==> config.mk <==
export PLATFORM = sky130hd
export DESIGN_NAME = vcmd_tx
export DESIGN_NICKNAME = d
export VERILOG_FILES = /design/src/rtl/vcmd_tx.sv
export SDC_FILE = /design/constraint.sdc
export NUM_CORES = 1
export LEC_CHECK = 0
export CAP_MARGIN = 25
export CORE_UTILIZATION = 40
export DETAILED_ROUTE_END_ITERATION = 6
export PLACE_DENSITY = 0.61
export SLEW_MARGIN = 25
export SYNTH_ARGS = -nofsm -noshare
export SYNTH_HDL_FRONTEND = slang
export SYNTH_SLANG_ARGS = --single-unit
export TNS_END_PERCENT = 100
==> constraint.sdc <==
create_clock -name ClkIn -period 2.5 [get_ports ClkIn]
set_clock_uncertainty 0.05 [all_clocks]
set_input_delay 0.625 -clock ClkIn [delete_from_list [all_inputs] [get_ports ClkIn]]
set_output_delay 0.625 -clock ClkIn [all_outputs]
set_load 0.02 [all_outputs]
==> src/rtl/vcmd_tx.sv <==
// Video command transmitter: turns byte writes into the C/D stream (bare data or SetAddr + data).
// Optional keepalive Noop generation is enabled by defining VCMD_TX_KEEPALIVE_EN.
module vcmd_tx #(
   parameter int AWIDTH           = 18,
   parameter int DWIDTH           = 8,
   parameter int KEEPALIVE_CYCLES = 1024
) (
   input  logic              ClkIn,
   input  logic              RstNIn,
   input  logic              WrValidIn,
   output logic              WrReadyOut,
   input  logic [AWIDTH-1:0] WrAddrIn,
   input  logic [DWIDTH-1:0] WrDataIn,
   input  logic              InvalidateIn,
   output logic              ByteValidOut,
   input  logic              ByteReadyIn,
   output logic [DWIDTH-1:0] ByteOut,
   output logic              DataModeOut
);

   typedef enum logic [2:0] {
      S_IDLE, S_CMD, S_PAGE, S_HIGH, S_LOW, S_DATA, S_NOOP
   } state_t;

   localparam logic [DWIDTH-1:0] CMD_SETADDR = DWIDTH'(1);
   localparam logic [DWIDTH-1:0] CMD_NOOP    = '0;

   state_t              state_q;
   logic                shadow_valid_q;
   logic [AWIDTH-1:0]   shadow_q;
   logic [AWIDTH-1:0]   addr_q;
   logic [DWIDTH-1:0]   data_q;
   logic                wr_ready_q;
   logic                byte_valid_q;
   logic [DWIDTH-1:0]   byte_q;
   logic                dmode_q;

   logic accept;
   logic hs;
   logic match;

   assign accept = WrValidIn & wr_ready_q;
   assign hs     = byte_valid_q & ByteReadyIn;
   // An invalidate on the accept edge must already force the full SetAddr sequence.
   assign match  = shadow_valid_q & ~InvalidateIn & (WrAddrIn == shadow_q);

`ifdef VCMD_TX_KEEPALIVE_EN
   localparam int CNT_W = $clog2(KEEPALIVE_CYCLES + 1);
   logic [CNT_W-1:0] idle_cnt_q;
   logic             ka_fire;
   assign ka_fire = (state_q == S_IDLE) && !WrValidIn &&
                    (idle_cnt_q == CNT_W'(KEEPALIVE_CYCLES - 1));
`endif

   always_ff @(posedge ClkIn) begin
      if (!RstNIn) begin
         state_q        <= S_IDLE;
         shadow_valid_q <= 1'b0;
         shadow_q       <= '0;
         addr_q         <= '0;
         data_q         <= '0;
         wr_ready_q     <= 1'b0;
         byte_valid_q   <= 1'b0;
         byte_q         <= '0;
         dmode_q        <= 1'b0;
`ifdef VCMD_TX_KEEPALIVE_EN
         idle_cnt_q     <= '0;
`endif
      end else begin
         case (state_q)
            S_IDLE: begin
               if (accept) begin
                  addr_q       <= WrAddrIn;
                  data_q       <= WrDataIn;
                  wr_ready_q   <= 1'b0;
                  byte_valid_q <= 1'b1;
                  if (match) begin
                     state_q <= S_DATA;
                     byte_q  <= WrDataIn;
                     dmode_q <= 1'b1;
                  end else begin
                     state_q <= S_CMD;
                     byte_q  <= CMD_SETADDR;
                     dmode_q <= 1'b0;
                  end
`ifdef VCMD_TX_KEEPALIVE_EN
               end else if (ka_fire) begin
                  state_q      <= S_NOOP;
                  wr_ready_q   <= 1'b0;
                  byte_valid_q <= 1'b1;
                  byte_q       <= CMD_NOOP;
                  dmode_q      <= 1'b0;
               end else begin
`else
               end else begin
`endif
                  wr_ready_q <= 1'b1;
               end
            end
            S_CMD: if (hs) begin
               state_q <= S_PAGE;
               byte_q  <= DWIDTH'(addr_q[AWIDTH-1:16]);
            end
            S_PAGE: if (hs) begin
               state_q <= S_HIGH;
               byte_q  <= addr_q[15:8];
            end
            S_HIGH: if (hs) begin
               state_q <= S_LOW;
               byte_q  <= addr_q[7:0];
            end
            S_LOW: if (hs) begin
               state_q <= S_DATA;
               byte_q  <= data_q;
               dmode_q <= 1'b1;
            end
            S_DATA: if (hs) begin
               state_q        <= S_IDLE;
               byte_valid_q   <= 1'b0;
               wr_ready_q     <= 1'b1;
               shadow_q       <= addr_q + AWIDTH'(1);
               shadow_valid_q <= 1'b1;
            end
            S_NOOP: if (hs) begin
               state_q      <= S_IDLE;
               byte_valid_q <= 1'b0;
               wr_ready_q   <= 1'b1;
            end
            default: begin
               state_q      <= S_IDLE;
               byte_valid_q <= 1'b0;
               wr_ready_q   <= 1'b1;
            end
         endcase
         // Invalidate overrides a same-edge shadow set from the DATA handshake.
         if (InvalidateIn) shadow_valid_q <= 1'b0;
`ifdef VCMD_TX_KEEPALIVE_EN
         if (accept || hs || ka_fire) idle_cnt_q <= '0;
         else if (state_q == S_IDLE && !WrValidIn) idle_cnt_q <= idle_cnt_q + CNT_W'(1);
`endif
      end
   end

   assign WrReadyOut   = wr_ready_q;
   assign ByteValidOut = byte_valid_q;
   assign ByteOut      = byte_q;
   assign DataModeOut  = dmode_q;

endmodule

* Word-level counts from Yosys, hierarchy flattened
Cells that the tools add are included.
Operators by class: add/subtract/negate cells 1, equality and inequality tests 13, muxes and demuxes 24, bitwise gates (word level) 7, reductions and logical operators 13
Operators with widths (number):
- 8-bit 2-to-1 mux | 6
- 8-bit case mux with 5 select lines | 1
- 3-bit 2-to-1 mux | 7
- 18-bit by 1-bit adder with 18-bit output, second input constant | 1
- 18-bit equality test | 1
- 3-bit case mux with 6 select lines | 1
- 6-bit AND reduction | 2
- 2-bit inequality test, second input constant | 5
- 3-bit equality test, second input constant | 3
- 3-bit by 2-bit equality test with 1-bit output, second input constant | 2
- 1-bit 2-to-1 mux | 6
- 1-bit case mux with 3 select lines | 2
- 2-bit AND reduction | 3
- 3-bit AND reduction | 2
- 5-bit nonzero test | 1
- 1-bit bitwise AND | 4
- 2-bit OR reduction | 2
- 4-bit OR reduction | 1
- 3-bit by 1-bit equality test with 1-bit output, second input constant | 1
- 3-bit zero test | 1
- 1-bit NOT | 3
- 2-bit by 1-bit inequality test with 1-bit output, second input constant | 1
- 1-bit case mux with 2 select lines | 1
- 2-bit nonzero test | 1
Storage, ports and cells: register bits after elaboration 59, input bits 31, output and inout bits 11, logic and storage cells 67

* Logic depth before layout (Yosys ltp)
Gate-level depths: netlist of the first run.
word-level depth 6, mapped depth 7, depth with buffers taken out 5

* Worst setup path after synthesis of the first run
OpenSTA, ideal clock, no wires.
kind in2reg, from in WrAddrIn[4], to reg byte_q[2] (netlist: ByteOut[2]), library setup time 0.059 ns, arrival 1.802 ns, data required time 2.391 ns, path slack 0.589 ns, stages 5, cell sequence xor2_1 > nor4_1 > nand4_1 > o31ai_2 > o221a_2
On the way: word-level cells in the longest chain between the ends 5
RTL lines:
- from (decl) | line 12 | input logic [AWIDTH-1:0] WrAddrIn,
- 18-bit equality test | line 45 | assign match = shadow_valid_q & ~InvalidateIn & (WrAddrIn == shadow_q);
- 1-bit bitwise AND | line 45
- 8-bit 2-to-1 mux | line 77 | if (match) begin
- 8-bit 2-to-1 mux | line 72 | if (accept) begin
- 8-bit case mux with 5 select lines | line 70 | case (state_q)
- to (signal assigned) | line 79 | byte_q <= WrDataIn;
- to (signal assigned) | line 102 | byte_q <= DWIDTH'(addr_q[AWIDTH-1:16]);
- to (signal assigned) | line 106 | byte_q <= addr_q[15:8];
- to (decl) | line 35 | logic [DWIDTH-1:0] byte_q;
Every way passes these cells. The select of a mux whose other input is x is not followed. A chain may end at the register's enable or synchronous reset.

* Worst setup path after layout of the first run
from in WrAddrIn[4], to reg byte_q[1] (netlist: ByteOut[1])
The elaborated chain is that of the path after synthesis.

==> results of run 1 <==
==> routing by layer <==
layer,global-route usage [%],vias up
met5,0,-
met2,36.08,67
met1,27.97,1244
met3,5.410,14
met4,7.918,0
li1,-,1409
==> registers in the layout (all words and copies together) (netlist names) <==
signal and count:
ByteValidOut 1, addr_q 18, WrReadyOut 1, DataModeOut 1, shadow_valid_q 1, state_q 3, ByteOut 8, shadow_q 18
data_q 8
==> power by group through the flow <==
stage | registers [mW] | logic, mW | clock network, mW
2_1_floorplan | 1.05 | 0.158 | 0
3_3_place_gp | 1.04 | 0.326 | 0
3_5_place_dp | 1.04 | 0.328 | 0
4_1_cts | 1.02 | 0.330 | 0.762
5_1_grt | 1.02 | 0.360 | 0.803
6_report | 1.02 | 0.328 | 0.748
==> cell families after synthesis <==
logic type,share of synthesized area [%]
muxes,1.082
DFF,39.30
AOI/OAI and AO/OA,19.44
buffers and inverters,4.579
and+or+nand+nor,24.60
adders and majority gates,1.082
xor gates and xnor gates,9.908
==> final timing paths <==
kind	end	slack, ns	depth (start not counted)	start
hold reg to reg	data_q[4]$_SDFFE_PN0P_	0.41	2	data_q[4]$_SDFFE_PN0P_
hold / removal	data_q[4]$_SDFFE_PN0P_	0.41	2	data_q[4]$_SDFFE_PN0P_
setup / recovery	ByteOut[1]$_SDFFE_PN0P_	0.23	7	WrAddrIn[4]
setup reg to reg	ByteOut[7]$_SDFFE_PN0P_	0.49	5	state_q[2]$_SDFFE_PN0P_
==> cell type report <==
class / instances / area [um2]
repair buffers: 59 / 570.5
multi-input cells: 291 / 1693
fillers: 752 / 3495
clock inverters: 3 / 15.01
flip-flops and latches: 59 / 1181
inverters: 8 / 30.03
clock buffers: 12 / 145.1
well taps: 99 / 123.9
==> layout by cell type, fill, tap and decap left out, types with 2 or more instances in the layout <==
| cell type | count |
|---|---|
| sky130_fd_sc_hd__nor3_1 | 9 |
| sky130_fd_sc_hd__buf_4 | 16 |
| sky130_fd_sc_hd__nand4_1 | 7 |
| sky130_fd_sc_hd__mux2_2 | 2 |
| sky130_fd_sc_hd__o221a_2 | 6 |
| sky130_fd_sc_hd__nor2_1 | 31 |
| sky130_fd_sc_hd__buf_12 | 2 |
| sky130_fd_sc_hd__xnor2_1 | 10 |
| sky130_fd_sc_hd__nor2b_1 | 5 |
| sky130_fd_sc_hd__o21a_1 | 2 |
| sky130_fd_sc_hd__nand3_1 | 9 |
| sky130_fd_sc_hd__a22oi_1 | 6 |
| sky130_fd_sc_hd__clkbuf_8 | 10 |
| sky130_fd_sc_hd__and2_1 | 2 |
| sky130_fd_sc_hd__nand3b_1 | 2 |
| sky130_fd_sc_hd__inv_1 | 8 |
| sky130_fd_sc_hd__nor4_1 | 2 |
| sky130_fd_sc_hd__or2_2 | 4 |
| sky130_fd_sc_hd__clkinv_2 | 3 |
| sky130_fd_sc_hd__nor3_4 | 2 |
| sky130_fd_sc_hd__o21ai_0 | 16 |
| sky130_fd_sc_hd__maj3_1 | 2 |
| sky130_fd_sc_hd__xor2_1 | 24 |
| sky130_fd_sc_hd__dfxtp_1 | 59 |
| sky130_fd_sc_hd__clkdlybuf4s50_1 | 41 |
| sky130_fd_sc_hd__nand2_1 | 75 |
| sky130_fd_sc_hd__a211oi_1 | 9 |
| sky130_fd_sc_hd__a21oi_1 | 46 |
| sky130_fd_sc_hd__clkbuf_1 | 2 |
==> synthesized netlist by cell type, types with 2 or more instances <==
cell                       instances
sky130_fd_sc_hd__or2_2             4
sky130_fd_sc_hd__and2_1            2
sky130_fd_sc_hd__nor3_1            9
sky130_fd_sc_hd__mux2_2            2
sky130_fd_sc_hd__a22oi_1           6
sky130_fd_sc_hd__nor4_1            2
sky130_fd_sc_hd__o21a_1            2
sky130_fd_sc_hd__o221a_2           6
sky130_fd_sc_hd__inv_1             8
sky130_fd_sc_hd__nor2b_1           5
sky130_fd_sc_hd__maj3_1            2
sky130_fd_sc_hd__buf_2             7
sky130_fd_sc_hd__nand3_1           9
sky130_fd_sc_hd__nand3b_1          2
sky130_fd_sc_hd__a211oi_1          9
sky130_fd_sc_hd__nand4_1           7
sky130_fd_sc_hd__xor2_1           24
sky130_fd_sc_hd__o21ai_0          16
sky130_fd_sc_hd__xnor2_1          10
sky130_fd_sc_hd__a21oi_1          46
sky130_fd_sc_hd__clkbuf_1         13
sky130_fd_sc_hd__dfxtp_1          59
sky130_fd_sc_hd__nor2_1           31
sky130_fd_sc_hd__nand2_1          75
==> metrics by stage <==
| stage | power [mW] | utilization [%] | hold WS, ns | area [um2] | std cells |
|---|---|---|---|---|---|
| after floorplan | 1.206 | - | 0.3832 | 3005 | 381 |
| after global placement | 1.366 | 49.61 | 0.3898 | 3598 | 516 |
| after detailed placement | 1.369 | 49.61 | 0.4011 | 3598 | 516 |
| after CTS | 2.111 | 51.82 | 0.4101 | 3759 | 531 |
| after global routing | 2.188 | 51.82 | 0.4348 | 3759 | 531 |
| final | 2.097 | 51.82 | 0.4084 | 3759 | 531 |
==> critical path, cell delays in order <==
cell	delay, ns
sky130_fd_sc_hd__clkdlybuf4s50_1	0.44
sky130_fd_sc_hd__xor2_1	0.20
sky130_fd_sc_hd__nor4_1	0.35
sky130_fd_sc_hd__nand4_1	0.25
sky130_fd_sc_hd__buf_4	0.22
sky130_fd_sc_hd__nor3_1	0.19
sky130_fd_sc_hd__o221a_2	0.22
==> insert_results.sql, run 1 <==
INSERT INTO impl_metrics (metric_group, metric, value, unit) VALUES
('sta', 'final.min_clock_period', '2.271', 'ns'),
('sta', 'fmax', '440.3', 'MHz'),
('die', 'core.rowCount', '31', ''),
('sta', 'worst-slew-pin-transition', '0.4284', 'ns'),
('synthesis', 'synth-warning-count', '0', ''),
('grt', 'grt_first_pass_wirelength', '12790', 'um'),
('grt', 'pin_count_of_the_biggest_net_entering_global_routing', '35', ''),
('grt', 'first_global_vias', '2565', ''),
('sta', 'worst_slack', '0.2287', 'ns'),
('sta', 'finalCritPeriodShare', '90.85', '%'),
('worst_setup_path', 'worstSetupStartpointType', 'input port', ''),
('clock_tree', 'cts_htree_levels', '3', ''),
('drt', 'dr.pass1.iters', '5', ''),
('cells_and_area', 'drive_gt1_share', '12.04', '%'),
('flow_run', 'number_of_max_cap_violations', '0', ''),
('clock_tree', 'cts.hold.buffers_added', '0', ''),
('synthesis', 'synth_top_area_share', '39.30', '%'),
('clock_tree', 'path_clk_slew', '0.06', 'ns'),
('sta', 'totalNegativeSetupSlack', '0', 'ns'),
('clock_tree', 'clk_latency', '0.35', 'ns'),
('die', 'ios', '42', ''),
('clock_tree', 'cts-resized-gates', '0', ''),
('sta', 'setup_repair_after_global_routing_missed_its_margin', 'no', ''),
('clock_tree', 'clkSinkCount', '59', ''),
('die', 'die_height', '88.68', 'um'),
('synthesis', 'synth_seq_cells', '59', ''),
('power_and_ir_drop', 'internal-power', '1.513', 'mW'),
('die', 'die_width', '88.68', 'um'),
('place', 'pre_cts_slack', '-0.06268', 'ns'),
('die', 'core_region_area', '7253', 'um2'),
('grt', 'total_congestion_overflow', '0', ''),
('power_and_ir_drop', 'gate_power_share', '15.7', '%'),
('synthesis', 'yosysUniqueCellTypes', '49', ''),
('place', 'gp_routability_congestion', '0.8253', ''),
('synthesis', 'synth_cells', '381', ''),
('synthesis', 'synth_async_sr_flop_share', '0', '%'),
('drt', 'detail_route.wirelength', '7962', 'um'),
('cells_and_area', 'num-nets-final', '460', ''),
('synthesis', 'postSynthNetCount', '413', ''),
('drt', 'detail_route.drc_violations', '0', ''),
('drt', 'top_layer', 'met4', ''),
('cells_and_area', 'flow.area_growth_from_synthesis', '25.06', '%'),
('worst_setup_path', 'path_class', 'in2reg', ''),
('power_and_ir_drop', 'pwr-share-seq', '48.7', '%'),
('drt', 'detailedRoute.firstIterationViolations', '132', ''),
('drt', 'wl_met3', '402', 'um'),
('grt', 'gr-usage-all-layers', '21.96', '%'),
('drt', 'routed_wire_length_per_instance', '14.99', 'um'),
('drt', 'drt-vias-per-instance', '5.149', ''),
('sta', 'max_slew_margin', '71.22', '%'),
('grt', 'antenna_found_initial', '0', ''),
('drt', 'wl_met1', '3693', 'um'),
('clock_tree', 'cts_max_path_buffers', '2', ''),
('run_status', 'status', 'finished clean', ''),
('power_and_ir_drop', 'p_switching', '583.6', 'uW'),
('drt', 'ant_nets', '0', ''),
('place', 'port_buffers', '41', ''),
('synthesis', 'synth.area.top_cells', 'sky130_fd_sc_hd__dfxtp_1 39%, sky130_fd_sc_hd__nand2_1 9.4%, sky130_fd_sc_hd__a21oi_1 7.7%, sky130_fd_sc_hd__xor2_1 7.0%, sky130_fd_sc_hd__nor2_1 3.9%', ''),
('worst_setup_path', 'timing.critical_path.to_type', 'flop', ''),
('synthesis', 'synth-edff-count', '0', ''),
('power_and_ir_drop', 'p_leak', '1.312', 'nW'),
('sta', 'timing.final.hold_violations', '0', ''),
('synthesis', 'syn-cell-area', '3005', 'um2'),
('sta', 'final_max_slew_viol_count', '0', ''),
('clock_tree', 'postCtsSetupBuffers', '0', ''),
('cells_and_area', 'antenna-diode-count', '0', ''),
('synthesis', 'ys.flop_type', 'sky130_fd_sc_hd__dfxtp_1', ''),
('synthesis', 'postSynthAreaPerCell', '7.888', 'um2'),
('min_path', 'min-delay-path-class', 'reg2reg', ''),
('die', 'floorplan.die_area', '7864', 'um2'),
('clock_tree', 'tritoncts.num_buffers', '9', '');
(Power assumes the default switching activity.)
==> inputs of run 2 (changes only) <==
--- a/config.mk
+++ b/config.mk
@@ -8,6 +8,7 @@
 export CAP_MARGIN = 25
 export CORE_UTILIZATION = 40
 export DETAILED_ROUTE_END_ITERATION = 6
+export GPL_TIMING_DRIVEN = 1
 export PLACE_DENSITY = 0.61
 export SLEW_MARGIN = 25
 export SYNTH_ARGS = -nofsm -noshare
==> results of run 2 <==
The final DEF is identical to that of run 1; final timing and power are the same.
==> inputs of run 3 (changes only) <==
--- a/config.mk
+++ b/config.mk
@@ -5,6 +5,7 @@
 export SDC_FILE = /design/constraint.sdc
 export NUM_CORES = 1
 export LEC_CHECK = 0
+export ABC_CLOCK_PERIOD_IN_PS = 2500
 export CAP_MARGIN = 25
 export CORE_UTILIZATION = 40
 export DETAILED_ROUTE_END_ITERATION = 6
==> results of run 3 <==
The final DEF is identical to that of run 1; final timing and power are the same.
==> edit (flow settings as in run 1) <==
The option `VCMD_TX_KEEPALIVE_EN` is turned on by a define.
--- a/src/rtl/vcmd_tx.sv
+++ b/src/rtl/vcmd_tx.sv
@@ -1,4 +1,6 @@
 // Video command transmitter: turns byte writes into the C/D stream (bare data or SetAddr + data).
 // Optional keepalive Noop generation is enabled by defining VCMD_TX_KEEPALIVE_EN.
+`define VCMD_TX_KEEPALIVE_EN
+
 module vcmd_tx #(
    parameter int AWIDTH           = 18,
Behaviour: same outputs for any inputs over 10 cycles, from zero or initial values and one cycle with RstNIn low; that may be too few to reach the edited logic, so the function may still have changed.
==> edit against run 1 <==
Count of clock-buffer cells in the layout down 1. Power up 51%. Routed wire length up 21%. Design area up 24%. Highest routed layer unchanged. Synthesized area up 25%. Worst setup slack better by 0.050 ns. Sequential cell count up 11.
==> edit: results (changes against run 1) <==
| Metric | Value |
|---|---|
| FFs w/ async S/R, synth | `0% (unchanged)` |
| Critical path startpoint | `WrAddrIn[17]` |
| Arrival time worst endpoint | `2.44 ns (-0.07 ns)` |
| Adder-Cell Fraction of Synth Area | `0.936% (-0.15 points)` |
| Detailed Place HPWL | `6870 um (+19%)` |
| GR Util met1 | `27.5% (-0.43 points)` |
| Seq/Total Area, Yosys | `37.4% (-1.9 points)` |
| Worst reg2reg path depth | `6 (+1)` |
| Met3 GRT Util | `4.40% (-1.0 points)` |
| Register-to-Register Setup Slack | `0.46 ns (-0.03 ns)` |
| Leak Pwr | `1.77 nW (+35%)` |
| Hold path start | `idle_cnt_q[10]$_SDFFE_PP0P_` |
| Via density | `5.42 (+5.2%)` |
| Outcome | `complete, no violations` |
| Vias in the first global route | `3,182 (+24%)` |
| Hold Path End | `idle_cnt_q[10]$_SDFFE_PP0P_` |
| Switching Share | `27.6% (-0.19 points)` |
| Tmin final | `2.22 ns (-0.0496 ns)` |
| Placed insts | `604 (+17%)` |
| Final wirelength | `9650 um (+21%)` |
| Routed len/inst | `15.6 um (+3.8%)` |
| PwrDens | `682 mW/mm2 (+22%)` |
| Starting DRC count in detailed routing | `184 (+39%)` |
| First-pass GRT wire length | `16,100 um (+26%)` |
| Worst Hold Path Cells | `2 (unchanged)` |
| Yosys cell types | `55 (+12%)` |
| Max-slew headroom | `62.4% (-8.8 points)` |
| Crit-path max FO | `7 (+3)` |
| Max VDD drop | `0.000380 V (-10%)` |
| Synth top area cells | `dfxtp_1 (37%), nand2_1 (7.7%), xor2_1 (7.0%), a21boi_0 (5.6%), o21ai_0 (3.5%)` |
| Mapped Nets | `491 (+19%)` |
| Met2 usage | `34.4% (-1.7 points)` |
| DP Worst Slack | `-0.0649 ns (-0.00219 ns)` |
| Mux contribution to synthesized area | `2.57% (+1.5 points)` |
| Commonest cells in the netlist | `nand2_1 (77), dfxtp_1 (70), xor2_1 (30)` |
| Worst R2R End | `ByteOut[1]$_SDFFE_PN0P_` |
| Synth Area in Compound Gates | `21.4% (+1.9 points)` |
| Total GRT Usage | `21.0% (-1.0 points)` |
| TritonCTS buffer count | `9 (unchanged)` |
| Synth Area in XOR/XNOR | `9.59% (-0.32 points)` |
| Post-DP Area | `0.00437 mm2 (+21%)` |
| Wire length on met2 | `4580 um (+23%)` |
| RD Place Congestion | `0.830 (+0.51%)` |
| Iteration count of the initial detailed-routing pass | `4 (-1)` |
| Sequential logic power | `0.00125 W (+23%)` |
| Gate Count Post-Synth | `458 (+20%)` |
| Nets | `540 (+17%)` |
| Share of cells above drive strength 1 | `10.7% (-1.3 points)` |
| Clk slew on worst S/H paths | `0.08 ns (+0.02 ns)` |
| Met3 Wirelength | `439 um (+9.2%)` |
| Hold_ws | `0.397 ns (-0.0110 ns)` |
| Regs by FF count | `addr_q x18, shadow_q x18, idle_cnt_q x11` |
| Hold Path Class | `reg -> reg` |
| Maximum number of pins on one net before global-route repair | `56 (+60%)` |
| Combinational Power Share | `20.6% (+4.9 points)` |
| WL met1 | `4500 um (+22%)` |
edit: changes by cell type after synthesis, moves of 6 or more:
cell / delta
xor2_1: +6
dfxtp_1: +11
inv_1: +7
o221a_2: -6
a21oi_1: -25
o211a_1: +8
nor3_1: +6
o21ai_0: +10
a21boi_0: +27
edit: worst max-delay path, cell delays in order:
cell,delay [ns]
clkdlybuf4s50_1,0.46
xor2_1,0.20
nor4_1,0.29
nand3_1,0.19
or3_1,0.49
o211ai_2,0.19
edit: cell families (layout without fill, tap and decap cells):
group	Yosys count	after routing
simple gates	176	176
mux	9	9
flops	70	70
buf+inv	42	96
xor+xnor	41	41
compound gates	117	117
fa+ha+maj	3	3
edit: cell type report:
| class | instances | area [um2] |
|---|---|---|
| Timing Repair Buffer | 65 | 611 |
| Clock inverter | 5 | 129 |
| Multi-Input combinational cell | 346 | 2160 |
| Sequential cell | 70 | 1400 |
| Inverter | 15 | 56.3 |
| Tap cell | 108 | 135 |
| Clock buffer | 11 | 151 |
| Fill cell | 859 | 4250 |
